===== src/rtl/uart_tx_periph.sv =====
// UART 8N1 transmitter on the 8-bit peripheral bus: data register feeds a TX FIFO, status register at BASE_ADDR+1.
// Define UART_TX_PARITY_EN to insert an even-parity bit (8E1 framing, status bit4 set).
module uart_tx_periph #(
  parameter logic [7:0] BASE_ADDR    = 8'h10,
  parameter int         CLKS_PER_BIT = 104,
  parameter int         FIFO_DEPTH   = 4
) (
  input  logic       i_clk,
  input  logic       i_rst,
  input  logic [7:0] i_peripAddr,
  input  logic [7:0] i_peripDataFromCPU,
  input  logic       i_peripWrSig,
  input  logic       i_peripRdSig,
  output logic [7:0] o_peripDataToCPU,
  output logic       o_tx,
  output logic       o_irq
);

  localparam int         AW        = $clog2(FIFO_DEPTH);
  localparam logic [7:0] STAT_ADDR = BASE_ADDR + 8'd1;
  localparam logic [15:0] BAUD_LAST = 16'(CLKS_PER_BIT - 1);
`ifdef UART_TX_PARITY_EN
  localparam logic PAR_CAP = 1'b1;
`else
  localparam logic PAR_CAP = 1'b0;
`endif

  typedef enum logic [2:0] {
    IDLE,
    START,
    DATA,
    STOP
`ifdef UART_TX_PARITY_EN
    , PARITY
`endif
  } state_t;

  state_t      state;
  logic [15:0] baud;
  logic [2:0]  bit_idx;
  logic [7:0]  shreg;
  logic        par_bit;
  logic        overflow;

  logic [7:0]  mem [FIFO_DEPTH];
  logic [AW:0] wr_ptr;
  logic [AW:0] rd_ptr;

  logic        full;
  logic        empty;
  logic        push_req;
  logic        push;
  logic        pop;
  logic        baud_done;
  logic [7:0]  head;
  logic [7:0]  status;

  assign full      = (wr_ptr[AW] != rd_ptr[AW]) && (wr_ptr[AW-1:0] == rd_ptr[AW-1:0]);
  assign empty     = (wr_ptr == rd_ptr);
  assign push_req  = i_peripWrSig && (i_peripAddr == BASE_ADDR);
  assign baud_done = (baud == BAUD_LAST);
  // The FSM pops on leaving IDLE or at the end of STOP; a pop frees a slot for a same-cycle push when full.
  assign pop       = !empty && ((state == IDLE) || ((state == STOP) && baud_done));
  assign push      = push_req && (!full || pop);
  assign head      = mem[rd_ptr[AW-1:0]];
  assign status    = {3'b000, PAR_CAP, overflow, empty, full, (state != IDLE)};

  always_ff @(posedge i_clk) begin
    if (push) mem[wr_ptr[AW-1:0]] <= i_peripDataFromCPU;
  end

  always_ff @(posedge i_clk or negedge i_rst) begin
    if (!i_rst) begin
      wr_ptr           <= '0;
      rd_ptr           <= '0;
      overflow         <= 1'b0;
      o_peripDataToCPU <= 8'h00;
      o_irq            <= 1'b1;
    end else begin
      if (push) wr_ptr <= wr_ptr + 1'b1;
      if (pop)  rd_ptr <= rd_ptr + 1'b1;
      if (push_req && !push)
        overflow <= 1'b1;
      else if (i_peripWrSig && (i_peripAddr == STAT_ADDR))
        overflow <= 1'b0;
      o_peripDataToCPU <= (i_peripRdSig && (i_peripAddr == STAT_ADDR)) ? status : 8'h00;
      o_irq            <= empty && (state == IDLE);
    end
  end

  always_ff @(posedge i_clk or negedge i_rst) begin
    if (!i_rst) begin
      state   <= IDLE;
      baud    <= '0;
      bit_idx <= '0;
      shreg   <= '0;
      par_bit <= 1'b0;
      o_tx    <= 1'b1;
    end else begin
      case (state)
        IDLE: begin
          o_tx <= 1'b1;
          baud <= '0;
          if (pop) begin
            shreg   <= head;
            par_bit <= ^head;
            o_tx    <= 1'b0;
            state   <= START;
          end
        end
        START: begin
          if (baud_done) begin
            baud    <= '0;
            bit_idx <= '0;
            o_tx    <= shreg[0];
            state   <= DATA;
          end else begin
            baud <= baud + 16'd1;
          end
        end
        DATA: begin
          if (baud_done) begin
            baud <= '0;
            if (bit_idx == 3'd7) begin
`ifdef UART_TX_PARITY_EN
              o_tx  <= par_bit;
              state <= PARITY;
`else
              o_tx  <= 1'b1;
              state <= STOP;
`endif
            end else begin
              bit_idx <= bit_idx + 3'd1;
              shreg   <= shreg >> 1;
              o_tx    <= shreg[1];
            end
          end else begin
            baud <= baud + 16'd1;
          end
        end
`ifdef UART_TX_PARITY_EN
        PARITY: begin
          if (baud_done) begin
            baud  <= '0;
            o_tx  <= 1'b1;
            state <= STOP;
          end else begin
            baud <= baud + 16'd1;
          end
        end
`endif
        STOP: begin
          if (baud_done) begin
            baud <= '0;
            // Chain straight into the next start bit when more data is queued.
            if (pop) begin
              shreg   <= head;
              par_bit <= ^head;
              o_tx    <= 1'b0;
              state   <= START;
            end else begin
              o_tx  <= 1'b1;
              state <= IDLE;
            end
          end else begin
            baud <= baud + 16'd1;
          end
        end
        default: begin
          state <= IDLE;
          baud  <= '0;
          o_tx  <= 1'b1;
        end
      endcase
    end
  end

endmodule


===== config.mk =====
export PLATFORM = sky130hd
export DESIGN_NAME = uart_tx_periph
export DESIGN_NICKNAME = d
export VERILOG_FILES = /design/src/rtl/uart_tx_periph.sv
export SDC_FILE = /design/constraint.sdc
export NUM_CORES = 1
export LEC_CHECK = 0
export ABC_AREA = 1
export CORE_MARGIN = 3
export CORE_UTILIZATION = 62
export DETAILED_ROUTE_END_ITERATION = 16
export GPL_ROUTABILITY_DRIVEN = 0
export GPL_TIMING_DRIVEN = 1
export PLACE_DENSITY_LB_ADDON = 0.08
export SLEW_MARGIN = 20
export SYNTH_ARGS = -nofsm -noshare
export SYNTH_HDL_FRONTEND = slang
export SYNTH_SLANG_ARGS = --single-unit

===== constraint.sdc =====
create_clock -name i_clk -period 4 [get_ports i_clk]
set_input_delay 0.6 -clock i_clk [delete_from_list [all_inputs] [get_ports i_clk]]
set_output_delay 0.6 -clock i_clk [all_outputs]
set_load 0.05 [all_outputs]

### Yosys cells after proc, flatten, opt, wreduce, memory -nomap -nowiden

Memory sizes are Yosys's and may differ from the RTL's.
Cells that the tools add are included.
W data, S select, Z words.

* mux-type cells: 29
* reductions and logical operators: 24
* $add $sub $neg: 4
* equal/unequal tests: 16

Operators with widths (number)
* $mux W16: 2
* $mux W8: 4
* $mux W3: 8
* $pmux W8 S3: 1
* $add A16 B1 Y16 const B: 1
* $eq A16 B7 Y1 const B: 1
* $eq A8 B5 Y1 const B: 2
* $ne A2 B2 Y1 const B: 6
* $pmux W3 S4: 1
* $mux W1: 10
* $add A3 B1 Y3 const B: 3
* $logic_and A1 B1 Y1: 9
* $reduce_and A4 Y1: 2
* $eq A3 B2 Y1 const B: 2
* $pmux W3 S2: 1
* $reduce_bool A3 Y1: 2
* $reduce_and A5 Y1: 1
* $mux W4: 1
* $pmux W1 S4: 1
* $reduce_bool A2 Y1: 2
* $eq A3 B1 Y1 const B: 1
* $eq A3 B3 Y1: 1
* $eq A3 B3 Y1 const B: 1
* $logic_not A1 Y1: 3
* other kinds (6): 7

* bits of input ports: 20
* register bits after elaboration: 43
* output and inout port bits: 10
* memories kept: 1
* bits in writable memories: 32

Memories
* mem: depth 4, bits a word 8, read ports 1, clocked after Yosys merged registers in 0, wr ports 1, RTL line 45 `logic [7:0] mem [FIFO_DEPTH];`

### Depth between registers and ports, before layout

* depth in word-level cells: 9
* depth in mapped cells: 13
* gate-level depth less buffers: 13

### Worst setup path before layout

No wires, ideal clock.

* path kind: reg-to-reg
* from: register baud[0]
* to: memory mem[0][0], enable pin
* required time: 3629 ps
* setup slack: 1866 ps
* setup time: 371 ps
* clock period less this slack: 2134 ps
* stages on the path, launching flop included: 12
* arrival: 1763 ps
* path through: dfrtp_1 ha_1 nand2_2 inv_2 nand2_2 nor2_4 nand2_4 nand2_8 nand3_4 nand2_2 nand2_2 nor2_1

* word-level cells in the longest chain between the ends: 8

RTL lines
* start, declared: RTL line 39 `logic [15:0] baud;`
* start signal, assigned: RTL line 118 `baud <= baud + 16'd1;`
* start signal, assigned: RTL line 138 `baud <= baud + 16'd1;`
* start signal, assigned: RTL line 166 `baud <= baud + 16'd1;`
* $eq A16 B7 Y1: RTL line 61 `assign baud_done = (baud == BAUD_LAST);`
* $logic_and A1 B1 Y1: RTL line 63 `assign pop = !empty && ((state == IDLE) || ((state == STOP) && baud_done));`
* $logic_or A1 B1 Y1: RTL line 63
* $logic_and A1 B1 Y1: RTL line 63
* $logic_or A1 B1 Y1: RTL line 64 `assign push = push_req && (!full || pop);`
* $logic_and A1 B1 Y1: RTL line 64
* $mux W1: RTL line 69 `if (push) mem[wr_ptr[AW-1:0]] <= i_peripDataFromCPU;`
* $mux W1 (implied by the code): RTL line 69
* end, declared: RTL line 45

No other way between the ends.

### Final worst setup path

* from: register rd_ptr[0]
* to: memory mem[0][7], enable pin

* word-level cells in the longest chain between the ends: 7

RTL lines
* start, declared: RTL line 47 `logic [AW:0] rd_ptr;`
* start signal, assigned: RTL line 81 `if (pop) rd_ptr <= rd_ptr + 1'b1;`
* $eq A3 B3 Y1 or $eq A2 B2 Y1 (tied branches): RTL line 59, 58
* $logic_not A1 Y1 or $logic_and A1 B1 Y1 (tied branches): RTL line 63, 58
* $logic_and A1 B1 Y1 or $logic_not A1 Y1 (tied branches): RTL line 63, 64
* $logic_or A1 B1 Y1 (*): RTL line 64
* $logic_and A1 B1 Y1 (*): RTL line 64
* $mux W1 (*): RTL line 69
* $mux W1 (implied by the code) (*): RTL line 69

Every way passes the cells marked *; elsewhere a longest branch is shown, timed or not.

==> impl_results.md <==
* Outcome: complete, no violations
* Drt drc at 0
* Crit path launch type: flip-flop
* Post-CTS Setup Inserts at 0
* CTS tree: built
* RR Endpoint: mem[0][7]$_DFFE_PP_
* Post-synthesis instance area at 0.00365 mm²
* Mean routed wirelength per cell at 14.0 µm
* Worst slew margin at 0.378
* Final period util at 0.620
* RSZ-0062 raised after global routing: no
* Core area at 0.00561 mm²
* Finished Cell Area at 0.00415 mm²
* Peak VDD IR at 385 µV
* GRT Overall Usage at 0.229
* Worst-skew pair later-pin latency at 350 ps
* Router iterations before antenna repair at 5
* Die W at 82.8 µm
* Synth Area in Adders at 0.0411
* Clock sinks at 74
* Clock skew at 15.8 ps
* Distinct cells, synth at 37
* Final hold slack at 387 ps
* Setup tns final at 0 ps
* CTS Hold Bufs at 0
* ANT cells at 0
* Worst r2r src: rd_ptr[0]$_DFFE_PN0P_
* Die Span Y at 82.8 µm
* Die Area at 0.00685 mm²
* Leak at 1.82 nW
* Worst Path Required at 3990 ps
* Largest family of logic cells by synthesized area: simple AND/OR/NAND/NOR gates
* Layout cells sized above 1 at 0.0967
* Root Buffer: clkbuf_8
* Mux cell area share after synthesis at 0
* IO buf count at 25
* Initial antenna violation count at 0
* Detailed Route WL at 6940 µm
* Power Density at 583 mW/mm²
* Vias per inst at 5.37
* Fin. Hold Viols at 0
* CP max-delay cell: dfrtp_1
* Synth Area in Compound Gates at 0.0589
* Post-Synth XOR/XNOR Area at 0.0312
* Synth Area per Inst at 9.35 µm²
* Initial Util at 0.652
* Setup crit end kind: flip-flop
* R2R setup slack at 1520 ps
* Row cnt at 27
* Post_cts resized at 0
* Area after DPL at 0.00395 mm²
* Tot Pwr at 2.42 mW
* Syn Inst Count at 391
* Largest net degree at the start of global routing at 43
* First DRT Iteration DRCs at 202
* DR vias at 2664
* CTS clk-pin slew, worst paths at 80 ps
* Crit path largest cell delay at 780 ps
* Length in cells of the worst reg-to-reg path at 6
* Worst Path Buf+Inv at 0
* Most common cell on crit path: nand2_2
* HPWL reported at the end of detailed placement at 5040 µm
* Max Freq at 0.403 GHz
* Post-synthesis simple-gate area fraction at 0.259
* CTS H-tree depth at 3
* Max Transition Viols Final at 0
* Hold WC Path Type: input port to async pin
* Worst slew pin tran at 933 ps
* Vias in the first global route at 2485
* Sequential area share after synthesis at 0.551
* Worst-path cell chain: xnor2_1 -> nand3_2 -> nand3_4 -> nand2_2 -> nand2_2 -> nor2_1
* Maxcap violations at 0
* Finish-stage setup viols at 0
* Crit path arrival time at 2470 ps
* Synth-to-Final Area Change at 13.6%
* Clock buffer depth at 2
* Top Ports at 30
* #FFs+latches synth at 74
* CTS buffer count at 9
* Tmin final at 2480 ps
* Global-route wire length before repair at 11600 µm
* Final nets at 451
* Crit path kind: flip-flop to flip-flop
* Final Util at 0.740
* Yosys warning total at 0
* Crit path max fanout at 25
* GRT Residual Overflow at 0
* DRT antenna net count at 0
* Delay-heaviest family, CP: simple AND/OR/NAND/NOR gates
Yosys cell counts:
cell	number	area (µm²)
a31oi_1	1	6.26
nand4_1	13	81.3
buf_4	4	30.0
nand2_2	5	31.3
nand3_2	1	10.0
nand3b_1	2	15.0
nor3b_1	1	7.51
inv_1	35	131
xnor2_1	6	52.6
inv_2	2	7.51
or2_2	5	31.3
a21oi_1	13	65.1
dfstp_2	2	52.6
nand3_4	2	35.0
clkinv_1	2	7.51
nand2_1	84	315
nand3_1	13	65.1
xor2_1	7	61.3
edfxtp_1	32	961
buf_2	3	15.0
nor2_1	54	203
conb_1	1	3.75
nand2_4	1	11.3
o21a_1	2	15.0
a21oi_4	1	16.3
o21ai_0	20	100
clkbuf_1	5	18.8
nor2_4	1	11.3
and3_1	1	6.26
o21ai_1	1	5.00
ha_1	12	150
a21boi_1	1	7.51
nor3_1	13	65.1
nor4_1	2	12.5
nor2_2	1	6.26
dfrtp_1	40	1000
nand2_8	2	40.0
power by group:
group | switching (mW) | internal [mW]
sequential | 0.104 | 0.889
clock | 0.301 | 0.298
combinational | 0.543 | 0.285
cells in the final DEF (no fill, tap or decap), drive strengths merged, types with 3 or more instances in the layout:
cell           synthesis  final
nor2                  56     56
or2                    5      5
clkbuf                 5      9
clkdlybuf4s50          0     24
xnor2                  6      6
nand3                 16     16
nor3                  13     13
a21oi                 14     14
xor2                   7      7
nand2                 92     92
edfxtp                32     32
nand4                 13     13
o21ai                 21     21
dfrtp                 40     40
inv                   37     41
ha                    12     12
clkinv                 2      3
conb                   1      4
stage by stage:
| stage | worst slack (ps) | cells |
|---|---|---|
| after detailed placement | 1240 | 480 |
| after global placement | 1300 | 480 |
| after global routing | 1310 | 496 |
| after floorplan | 1870 | 394 |
| after CTS | 1510 | 496 |
| final | 1520 | 496 |
worst max path at each step:
stage                                      from                   to  slack, ps  depth (start not counted)
after detailed placement         i_peripAddr[1]  mem[1][5]$_DFFE_PP_       1240                          7
after CTS                  state[0]$_DFFE_PN0P_  mem[0][6]$_DFFE_PP_       1510                          9
final                     rd_ptr[0]$_DFFE_PN0P_  mem[0][7]$_DFFE_PP_       1520                          6
after floorplan               baud[0]$_DFF_PN0_  mem[0][0]$_DFFE_PP_       1870                         11
after global routing      rd_ptr[0]$_DFFE_PN0P_  mem[0][7]$_DFFE_PP_       1310                          6
after global placement           i_peripAddr[1]  mem[0][6]$_DFFE_PP_       1300                          7
kinds of logic (layout without fill, tap and decap cells):
kind of cell | count (synthesis) | after routing
AOI/OAI and AO/OA | 39 | 39
xor gates and xnor gates | 13 | 13
adders and majority gates | 12 | 12
buffers and inverters | 51 | 81
DFF | 74 | 74
other | 1 | 4
and+or+nand+nor | 201 | 201
layer usage:
metal,vias to the layer above,global-route usage,part of all wire
met5,-,0,0
met4,0,0.0866,0.019
met3,12,0.0421,0.042
met2,70,0.384,0.49
met1,1244,0.298,0.45
li1,1338,-,-
registers in the layout, summed over array words and instances (netlist names), 2 cells and up:
name / cells
rd_ptr: 3
baud: 16
bit_idx: 3
o_peripDataToCPU: 4
state: 2
shreg: 8
wr_ptr: 3
mem: 32
area by class of cell:
type                       instances  area (µm²)
fill                             424        1460
sequential                        74        2010
timing repair buffer              26         253
inverter                          39         146
tap                               72        90.1
multi-input combinational        269        1440
clock inverter                     7        81.3
clock buffer                       9         124
No activity file was read; power rests on OpenSTA's default activity.
==> RTL change 1 (same flow settings) <==
Add a define of `UART_TX_PARITY_EN`.
--- a/src/rtl/uart_tx_periph.sv
+++ b/src/rtl/uart_tx_periph.sv
@@ -1,4 +1,6 @@
 // UART 8N1 transmitter on the 8-bit peripheral bus: data register feeds a TX FIFO, status register at BASE_ADDR+1.
 // Define UART_TX_PARITY_EN to insert an even-parity bit (8E1 framing, status bit4 set).
+`define UART_TX_PARITY_EN
+
 module uart_tx_periph #(
   parameter logic [7:0] BASE_ADDR    = 8'h10,
Formal check against the unedited RTL: not equivalent (Yosys sat finds a counterexample within 4 cycles, from zero or initial values and one cycle with i_rst low).
==> RTL change 1 against the unedited design <==
  * Maximum frequency fell by 7.8%
  * Cell area grew 7.5%
  * Largest power group is now combinational logic
  * Sequential cell count grew 3
  * Count of clock-buffer cells in the layout up 6
  * Critical endpoint is now mem[3][5]
  * Synthesized area grew 9.3%
  * Worst setup slack lost 0.21 ns
  * Total power is 12% higher
  * Non-clock buffer count is the same
  * Routed wire length is 16% higher
==> RTL change 1: results (changes against the unedited design) <==
Max VDD drop: 0.347 mV (was 0.385 mV)
multi-input logic area: 1640 um2 (was 1440 um2)
adder-cell share of the synthesized area: 2.50% (was 4.11%)
sequential area share after synthesis: 52.3% (was 55.1%)
Synth area leaders: dfrtp_1, edfxtp_1, nand2_1 (unchanged)
metal3 WL: 281 um (was 289 um)
hold_ws: 0.248 ns (was 0.387 ns)
# port buffers: 26 (was 25)
outcome: completed (unchanged)
pin count of the biggest net entering global routing: 46 (was 43)
clock buffer count: 15 (was 9)
count of different cell masters after synthesis: 31 (was 37)
Vias/cell: 5.35 (was 5.37)
Layout Nets: 531 (was 451)
comb_multi_in: 337 (was 269)
met1 GRT Util: 29.4% (was 29.8%)
fmax: 372 MHz (was 403 MHz)
sequential share of cell area: 46.8% (was 48.5%)
largest stage delay on the critical path: 0.52 ns (was 0.78 ns)
Total GRT Usage: 24.5% (was 22.9%)
layout cell share with drive strength beyond 1: 8.07% (was 9.67%)
Leak: 0.00213 uW (was 0.00182 uW)
seq_cells: 77 (was 74)
Logic inverters: 52 (was 39)
HPWL Detailed: 6190 um (was 5040 um)
Clock Power Share: 19.9% (was 24.8%)
xor and xnor area share after synthesis: 2.63% (was 3.12%)
met2 WL post-DR: 4170 um (was 3370 um)
Area after DPL: 4280 um2 (was 3950 um2)
fillers: 486 (was 424)
Non-clock buffer share: 5.78% (was 6.09%)
Clock-cell share: 4.07% (was 4.94%)
P_comb: 1120 uW (was 828 uW)
most common library cells after synthesis: nand2_1, inv_1, dfrtp_1, nand3_1, nor2_1 (was nand2_1, nor2_1, dfrtp_1)
FFs w/ async S/R, synth: 58.4% (was 56.8%)
final WL: 8050 um (was 6940 um)
met2 Use GR: 42.7% (was 38.4%)
Post-Syn Instances: 474 (was 391)
first-pass GRT wire length: 14,200 um (was 11,600 um)
CP max-delay cell: nor2_1 (was dfrtp_1)
worst path arrival time: 2.66 ns (was 2.47 ns)
Switching Share: 41.8% (was 39.2%)
RTL change 1: cell count changes in the layout (fill, tap and decap cells not counted), moves of 10 or more:
cell     before  now
nor2_1       54   39
nand3_1      13   43
nand2_1      84  164
inv_1        35   45
RTL change 1: logic make-up (layout without fill, tap and decap cells):
kind of cell / count (synthesis) / after routing
flops: 77 / 77
fa+ha+maj: 8 / 8
compound gates: 31 / 31
buf+inv: 62 / 94
simple gates: 283 / 283
other cells: 1 / 3
xor+xnor: 12 / 12
RTL change 1: how the worst max path moves through the flow:
stage / cells after the start / start / end
final: 7 / i_peripAddr[4] / mem[3][5]
after global routing: 7 / i_peripAddr[4] / mem[3][6]
after CTS: 7 / i_peripAddr[4] / mem[0][0]
after detailed placement: 7 / i_peripAddr[4] / mem[0][4]
after global placement: 7 / i_peripAddr[4] / mem[0][4]
after floorplan: 5 / i_peripAddr[5] / mem[0][0]
==> RTL change 2 (config.mk and constraints unchanged) <==
Made on the original files. `o_peripDataToCPU` no longer has a reset.
--- a/src/rtl/uart_tx_periph.sv
+++ b/src/rtl/uart_tx_periph.sv
@@ -75,5 +75,4 @@
       rd_ptr           <= '0;
       overflow         <= 1'b0;
-      o_peripDataToCPU <= 8'h00;
       o_irq            <= 1'b1;
     end else begin
@@ -84,7 +83,10 @@
       else if (i_peripWrSig && (i_peripAddr == STAT_ADDR))
         overflow <= 1'b0;
-      o_peripDataToCPU <= (i_peripRdSig && (i_peripAddr == STAT_ADDR)) ? status : 8'h00;
       o_irq            <= empty && (state == IDLE);
     end
+  end
+
+  always_ff @(posedge i_clk) begin
+    o_peripDataToCPU <= (i_peripRdSig && (i_peripAddr == STAT_ADDR)) ? status : 8'h00;
   end
 
Behaviour: not the same (a bounded check fails within 4 cycles, from zero or initial values and one cycle with i_rst low).
==> RTL change 2 against the unedited design <==
  * Die area decreased by 0.98%
  * Largest power group unchanged
  * Synthesized area decreased by 1.1%
  * Sequential power decreased by 0.6%
  * Critical path type unchanged
  * Clock power decreased by 4.5%
  * Sequential cell count unchanged
  * Total power increased by 0.71%
  * Worst setup slack got worse by 0.059 ns
  * Sequential share of layout area increased by 0.27 points
  * Routed wire length increased by 3.9%
  * Cell area decreased by 1.5%
  * Final cell count decreased by 1.4%
  * First-iteration DRC count decreased by 43%
==> RTL change 2: results (changes against the unedited design) <==
post-CTS setup buffer count: 0 (unchanged)
count of different cell masters after synthesis: 37 (unchanged)
# port buffers: 25 (unchanged)
Num CTS Buffers: 9 (unchanged)
wire length per cell: 14.7 um (was 14.0 um)
largest stage delay on the critical path: 0.72 ns (was 0.78 ns)
Synth area leaders: edfxtp_1, dfrtp_1, nand2_1 (was dfrtp_1, edfxtp_1, nand2_1)
post-route minimum period: 2.54 ns (was 2.48 ns)
Layout Nets: 444 (was 451)
outcome: completed (unchanged)
R2R Setup Slk: 1.46 ns (was 1.52 ns)
layout cell share with drive strength beyond 1: 9.83% (was 9.67%)
top cell family by delay on the critical path: simple AND/OR/NAND/NOR gates (unchanged)
most common library cells after synthesis: nand2_1, nor2_1, dfrtp_1 (unchanged)
dpl ws: 1.28 ns (was 1.24 ns)
Total GRT Usage: 24.4% (was 22.9%)
relative slew slack: 42.6% (was 37.8%)
Area after DPL: 3890 um2 (was 3950 um2)
hold_ws: 0.353 ns (was 0.387 ns)
pin count of the biggest net entering global routing: 39 (was 43)
final WL: 7210 um (was 6940 um)
htree depth: 3 (unchanged)
FFs w/ async S/R, synth: 51.4% (was 56.8%)
dpl cells: 473 (was 480)
yosys warns: 0 (unchanged)
sequential area share after synthesis: 55.2% (was 55.1%)
worst path arrival time: 2.52 ns (was 2.47 ns)
Leak: 0.00179 uW (was 0.00182 uW)
Hold Crit Class: in -> async (unchanged)
CP Max Fanout: 19 (was 25)
Setup crit end: mem[2][1] (was mem[0][7])
reg2reg path depth: 10 (was 6)
first drt pass iteration count: 4 (was 5)
Max VDD drop: 0.322 mV (was 0.385 mV)
Vias/cell: 5.35 (was 5.37)
Worst Skew: 0.00953 ns (was 0.0158 ns)
Worst Setup SP: rd_ptr[0] (unchanged)
HPWL Detailed: 5130 um (was 5040 um)
vias in the first global route: 2,512 (was 2,485)
CTS resizes: 0 (unchanged)
initial DRC count: 116 (was 202)
Post-Syn Instances: 383 (was 391)
antenna diode count: 0 (unchanged)
first-pass GRT wire length: 12,000 um (was 11,600 um)
Max Buffers Root-to-Sink: 2 (unchanged)
Post-synth top flop: dfrtp_1 (unchanged)
CP max-delay cell: dfrtp_1 (unchanged)
## RTL change 2: changes by cell type in the layout (fill, tap and decap cells not counted), moves of 6 or more
| cell | before | now |
|---|---|---|
| a21oi_1 | 13 | 7 |
| nand3_1 | 13 | 23 |
| nand4_1 | 13 | 5 |
| o22ai_1 | 0 | 6 |
| xnor2_1 | 6 | 0 |
## RTL change 2: kinds of logic (layout without fill, tap and decap cells)
logic type,Yosys count,count (layout),synth area share (%)
xor gates and xnor gates,10,10,2.63
buffers and inverters,49,80,6.12
adders and majority gates,12,12,4.15
AOI/OAI and AO/OA,38,38,6.06
other,1,4,0.104
and+or+nand+nor,199,199,25.8
DFF,74,74,55.2
## RTL change 2: worst register-to-register path, delay by kind of cell (launching register included)
family	cells	cell delay, ns
buffers and inverters	2	0.29
DFF	1	0.72
and+or+nand+nor	8	1.17
## RTL change 2: final cells by class
cell class              instances  area [um2]
multi-input cells             263        1410
clock buffers                   9         124
well taps                      72        90.1
flip-flops and latches         74        1990
clock inverters                 7        70.1
inverters                      39         151
fillers                       434        1490
repair buffers                 25         245
## RTL change 2: report_power, final
| part | internal [uW] | total (uW) | switching (uW) |
|---|---|---|---|
| registers | 890 | 987 | 97.1 |
| logic | 298 | 878 | 580 |
| clock network | 285 | 572 | 287 |
## RTL change 2: metal layers
metal / vias up / track usage (%) / wire length [um] / part of all wire (%)
li1: 1304 / - / - / -
met1: 1234 / 32.0 / 3270 / 45
met2: 65 / 39.5 / 3450 / 48
met3: 11 / 6.18 / 371 / 5.1
met4: 0 / 8.31 / 119 / 1.7
met5: - / 0 / 0 / 0
